===== config.mk =====
export PLATFORM = sky130hd
export DESIGN_NAME = ifmap_row_writer
export DESIGN_NICKNAME = d
export VERILOG_FILES = /design/src/rtl/ifmap_row_writer.sv
export SDC_FILE = /design/constraint.sdc
export NUM_CORES = 1
export LEC_CHECK = 0
export BUFFER_PORTS_ARGS = -buffer_cell sky130_fd_sc_hd__buf_2
export CAP_MARGIN = 5
export CORE_MARGIN = 2
export CORE_UTILIZATION = 30
export CTS_CLUSTER_SIZE = 8
export DETAILED_ROUTE_END_ITERATION = 10
export GPL_ROUTABILITY_DRIVEN = 0
export GPL_TIMING_DRIVEN = 0
export PLACE_DENSITY = 0.51
export RECOVER_POWER = 25
export SETUP_SLACK_MARGIN = 0.3
export SLEW_MARGIN = 20
export SYNTH_ARGS = -nofsm -noshare
export SYNTH_HDL_FRONTEND = slang
export SYNTH_SLANG_ARGS = --single-unit
export TNS_END_PERCENT = 1

===== constraint.sdc =====
create_clock -name clk -period 5.7 [get_ports clk]
set_input_delay 0.57 -clock clk [delete_from_list [all_inputs] [get_ports clk]]
set_output_delay 0.57 -clock clk [all_outputs]
set_load 0.05 [all_outputs]

===== src/rtl/ifmap_row_writer.sv =====
// Stages one ifmap row from a host and streams it, or a zero flush row, into
// the CNN IFmap buffer over a write_enable/ready handshake with row-boundary flags.
module ifmap_row_writer #(
  parameter int DATA_WIDTH         = 16,
  parameter int IFMAP_BUFFER_WIDTH = 18,
  parameter int ROW_DEPTH          = 16,
  parameter int FILTER_SIZE_WIDTH  = 5,
  parameter int COUNT_WIDTH        = $clog2(ROW_DEPTH + 1)
) (
  input  logic                          clk,
  input  logic                          reset,
  input  logic                          ld_valid,
  input  logic [DATA_WIDTH-1:0]         ld_data,
  output logic                          ld_ready,
  input  logic                          start_row,
  input  logic                          flush,
  input  logic [FILTER_SIZE_WIDTH-1:0]  filter_size,
  output logic [IFMAP_BUFFER_WIDTH-1:0] IFmap_buffer_in,
  output logic                          IFmap_buffer_write_enable,
  input  logic                          IFmap_buffer_ready,
  output logic                          busy,
  output logic                          done,
  output logic [COUNT_WIDTH-1:0]        staged_count
);

  localparam int IDX_W = (ROW_DEPTH > 1) ? $clog2(ROW_DEPTH) : 1;

  typedef enum logic [1:0] {
    IDLE  = 2'd0,
    SEND  = 2'd1,
    FLUSH = 2'd2
  } state_t;

  function automatic logic [IFMAP_BUFFER_WIDTH-1:0] pack_word(
    input logic                  first,
    input logic                  last,
    input logic [DATA_WIDTH-1:0] data
  );
    pack_word = IFMAP_BUFFER_WIDTH'({first, last, data});
  endfunction

  state_t                         state, state_nxt;
  logic [COUNT_WIDTH-1:0]         count, count_nxt;
  logic [COUNT_WIDTH-1:0]         ptr, ptr_nxt;
  logic [FILTER_SIZE_WIDTH-1:0]   fidx, fidx_nxt;
  logic [FILTER_SIZE_WIDTH-1:0]   len, len_nxt;
  logic                           we, we_nxt;
  logic [IFMAP_BUFFER_WIDTH-1:0]  word, word_nxt;
  logic                           done_q, done_nxt;

  logic [DATA_WIDTH-1:0]          mem [ROW_DEPTH];

  logic                           load_fire;
  logic                           xfer;
  logic [COUNT_WIDTH-1:0]         ptr_inc;
  logic [COUNT_WIDTH-1:0]         last_ptr;
  logic [FILTER_SIZE_WIDTH-1:0]   fidx_inc;
  logic [FILTER_SIZE_WIDTH-1:0]   last_fidx;

  assign ld_ready   = (state == IDLE) && (count < COUNT_WIDTH'(ROW_DEPTH));
  assign load_fire  = ld_valid && ld_ready;
  assign xfer       = we && IFmap_buffer_ready;
  assign ptr_inc    = ptr + COUNT_WIDTH'(1);
  assign last_ptr   = count - COUNT_WIDTH'(1);
  assign fidx_inc   = fidx + FILTER_SIZE_WIDTH'(1);
  assign last_fidx  = len - FILTER_SIZE_WIDTH'(1);

  assign IFmap_buffer_in           = word;
  assign IFmap_buffer_write_enable = we;
  assign busy                      = (state != IDLE);
  assign done                      = done_q;
  assign staged_count              = count;

  // Staging RAM holds payload only, so it carries no reset.
  always_ff @(posedge clk) begin
    if (load_fire) begin
      mem[count[IDX_W-1:0]] <= ld_data;
    end
  end

  always_ff @(posedge clk or negedge reset) begin
    if (!reset) begin
      state  <= IDLE;
      count  <= '0;
      ptr    <= '0;
      fidx   <= '0;
      len    <= '0;
      we     <= 1'b0;
      word   <= '0;
      done_q <= 1'b0;
    end else begin
      state  <= state_nxt;
      count  <= count_nxt;
      ptr    <= ptr_nxt;
      fidx   <= fidx_nxt;
      len    <= len_nxt;
      we     <= we_nxt;
      word   <= word_nxt;
      done_q <= done_nxt;
    end
  end

  // The next word is registered at the accepting edge, so a stalled word
  // simply holds and ready never reaches write_enable combinationally.
  always_comb begin
    state_nxt = state;
    count_nxt = count + COUNT_WIDTH'(load_fire);
    ptr_nxt   = ptr;
    fidx_nxt  = fidx;
    len_nxt   = len;
    we_nxt    = we;
    word_nxt  = word;
    done_nxt  = 1'b0;

    case (state)
      IDLE: begin
        if (start_row) begin
          if (count != '0) begin
            state_nxt = SEND;
            ptr_nxt   = '0;
            we_nxt    = 1'b1;
            word_nxt  = pack_word(1'b1, count_nxt == COUNT_WIDTH'(1), mem[IDX_W'(0)]);
          end else begin
            done_nxt  = 1'b1;
          end
        end else if (flush) begin
          if (filter_size != '0) begin
            state_nxt = FLUSH;
            len_nxt   = filter_size;
            fidx_nxt  = '0;
            we_nxt    = 1'b1;
            word_nxt  = pack_word(1'b1, filter_size == FILTER_SIZE_WIDTH'(1), '0);
          end else begin
            done_nxt  = 1'b1;
          end
        end
      end

      SEND: begin
        if (xfer) begin
          if (ptr == last_ptr) begin
            state_nxt = IDLE;
            count_nxt = '0;
            we_nxt    = 1'b0;
            word_nxt  = '0;
            done_nxt  = 1'b1;
          end else begin
            ptr_nxt   = ptr_inc;
            word_nxt  = pack_word(1'b0, ptr_inc == last_ptr, mem[ptr_inc[IDX_W-1:0]]);
          end
        end
      end

      FLUSH: begin
        if (xfer) begin
          if (fidx == last_fidx) begin
            state_nxt = IDLE;
            we_nxt    = 1'b0;
            word_nxt  = '0;
            done_nxt  = 1'b1;
          end else begin
            fidx_nxt  = fidx_inc;
            word_nxt  = pack_word(1'b0, fidx_inc == last_fidx, '0);
          end
        end
      end

      default: begin
        state_nxt = IDLE;
        we_nxt    = 1'b0;
        word_nxt  = '0;
      end
    endcase
  end

endmodule


==> run summary <==
Remaining Overflow, GRT -> 0
Total CTS buffers -> 43
Routed WL per cell -> 23.5 um
Comb power frac -> 34.7%
Worst R2R Start -> ptr[1]
Root Driver -> clkbuf_16
Clock Skew -> 19.4 ps
# fillers -> 3,796
Post-synth ARST share -> 14.1%
Syn Inst Count -> 647
DPL Wire Length -> 18.0 mm
Status -> completed
Antenna-violating nets left -> 0
Critical Path End Type -> flop
Internal power -> 5110 uW
Switching Share -> 34.1%
F_max -> 309 MHz
Relative slew slack -> 26.9%
Tmin final -> 3240 ps
Die Area -> 42,900 um2
Detailed Route Iter0 Violations -> 532
# H-tree levels -> 2
NetSw -> 2650 uW
Top FF cell, synth -> edfxtp_1
Share of layout cells above drive strength 1 -> 27.0%
Worst Hold Class -> in2async
Critical path fanouts, max -> 10
Mapped cell area -> 12,400 um2
# port buffers -> 53
Startpoint types -> flop
Syn. warnings -> 0
CP required -> 6120 ps
Drt drc -> 0
Seq/Total Area, Yosys -> 70.5%
Cell Count, Final, Fillers Out -> 1,310
Max incr delay on CP -> 730 ps
CP max stage cell -> clkbuf_1
Post-CTS Setup Bufs -> 0
Fin crit share -> 56.8%
Drt pass-1 iters -> 5
Area growth syn-to-layout -> 17.8%
Post-Route Hold Slack -> 57.7 ps
Final core utilization -> 35.7%
Vias in the first global route -> 6,606
Total power per unit cell area -> 531 nW/um2
RSZ-0062 raised after global routing -> no
Final WL -> 30.8 mm
Slew @ Worst Pin -> 1100 ps
Placed Cells incl. Taps -> 1,233
Commonest non-fill, non-tap cell in the layout -> edfxtp_1
Setup CP Type -> reg2reg
# nets final -> 787
Clock latency on the worst-skew pair -> 540 ps
First-pass GRT wire length -> 45.0 mm
Hold_buf cts -> 0
CP startpoint -> ptr[1]
Row Count -> 74
Initial antenna violation count -> 1
Peak VDD IR -> 329 uV
Max Cap Violations -> 0
Part of the power in registers -> 35.1%
Final hold violations -> 0
Starting Density -> 30.3%
Die Y -> 207 um
Synth Register Bits -> 298
WP data arrival -> 3660 ps
Avg Inst Size Synth -> 19.1 um2
Die X -> 207 um
Leak -> 0.00496 uW
CP Cell Sequence -> ha_1 > clkbuf_1 > clkbuf_1 > mux4_1 > mux4_1 > nand3_1 > nand2_1
Via count -> 6,354
Post-synth EDFFs -> 256
Most frequent cells in the layout -> edfxtp_1, mux4_2, clkbuf_1
Synth Net Count -> 688
Antenna Cells -> 0
Clock power frac -> 30.2%
CTS tree -> yes
Largest net degree at the start of global routing -> 43
Clock Tree Buf Depth -> 3
CTS Sinks -> 298
Netlist cell types -> 57
Worst-path clk slew -> 50 ps
# IOs -> 54
Final setup violation count -> 0
Post-CTS Resized -> 0
Core ar. -> 40,800 um2
Total Routing Usage GR -> 14.3%
Final max-slew violation count -> 0
Setup TNS -> 0 ps
Vias per cell -> 4.85
flip-flops by register name, indices dropped and copies added, names as in the netlist:
signal / cells
mem: 256
state: 2
ptr: 5
fidx: 5
staged_count: 5
IFmap_buffer_write_enable: 1
len: 5
done: 1
IFmap_buffer_in: 18
cell families (layout without fill, tap and decap cells):
| kind of cell | Yosys count | count (layout) | share of synthesized area [%] |
|---|---|---|---|
| muxes | 88 | 88 | 15.5 |
| AOI/OAI and AO/OA | 51 | 51 | 2.92 |
| and+or+nand+nor | 114 | 114 | 4.92 |
| adders and majority gates | 14 | 14 | 1.41 |
| xor gates and xnor gates | 34 | 34 | 2.58 |
| DFF | 298 | 298 | 70.5 |
| buffers and inverters | 48 | 179 | 2.13 |
worst max-delay path, delay by kind of cell, from the launching register on:
| family | cells | cell delay, ps |
|---|---|---|
| adders and majority gates | 1 | 330 |
| DFF | 1 | 430 |
| and+or+nand+nor | 2 | 140 |
| muxes | 2 | 960 |
| buffers and inverters | 2 | 1250 |
metrics by stage:
step	worst slack [ps]	cell area (um2)	total power [uW]
2_1_floorplan	2430	12400	4650
6_report	2460	14600	7750
3_5_place_dp	2490	13400	5470
4_1_cts	2490	14600	7830
5_1_grt	2360	14600	8110
3_3_place_gp	2170	13300	5450
per-layer routing:
metal / GRT usage, % / routed length, um
met4: 3.52 / 458
met5: 0 / 13
met2: 22.2 / 14200
met1: 20.6 / 14200
met3: 3.09 / 1890
area by class of cell:
type                       count  area, um2  area share, %
tap                          532        666           4.56
buffer                        30        196           1.35
clock inverter                 4       40.0          0.274
clock buffer                  73       1200           8.22
multi-input combinational    301       3410           23.4
sequential                   298       8740           59.9
timing repair buffer          54        273           1.87
inverter                      18       67.6          0.463
cells in the mapped netlist (12+ instances only):
| cell type | instances | area [um2] |
|---|---|---|
| edfxtp_1 | 256 | 7690 |
| mux4_2 | 73 | 1640 |
| dfrtp_1 | 42 | 1050 |
| nand2_1 | 33 | 124 |
| nand3_1 | 29 | 145 |
| inv_1 | 18 | 67.6 |
| a22oi_1 | 16 | 120 |
| xnor2_1 | 16 | 140 |
| xor2_1 | 16 | 140 |
| o21ai_0 | 15 | 75.1 |
| ha_1 | 14 | 175 |
| and2_1 | 13 | 81.3 |
| nor2_1 | 12 | 45.0 |
power groups by stage:
stage	combinational, uW	clock, uW	sequential (uW)
5_1_grt	2880	2480	2740
4_1_cts	2720	2390	2720
3_5_place_dp	2710	0	2760
2_1_floorplan	1710	0	2940
3_3_place_gp	2690	0	2760
6_report	2690	2340	2720
final timing paths:
path / end / slack [ps] / cells after the start
hold / removal: IFmap_buffer_in[2] / 60 / 1
max in group asynchronous: IFmap_buffer_in[14] / 5190 / 1
setup / recovery: IFmap_buffer_in[6] / 2460 / 7
hold reg to reg: IFmap_buffer_in[5] / 500 / 2
min in group clk: len[2] / 300 / 2
setup reg to reg: IFmap_buffer_in[6] / 2460 / 7
Power figures use the tool's default switching activity.
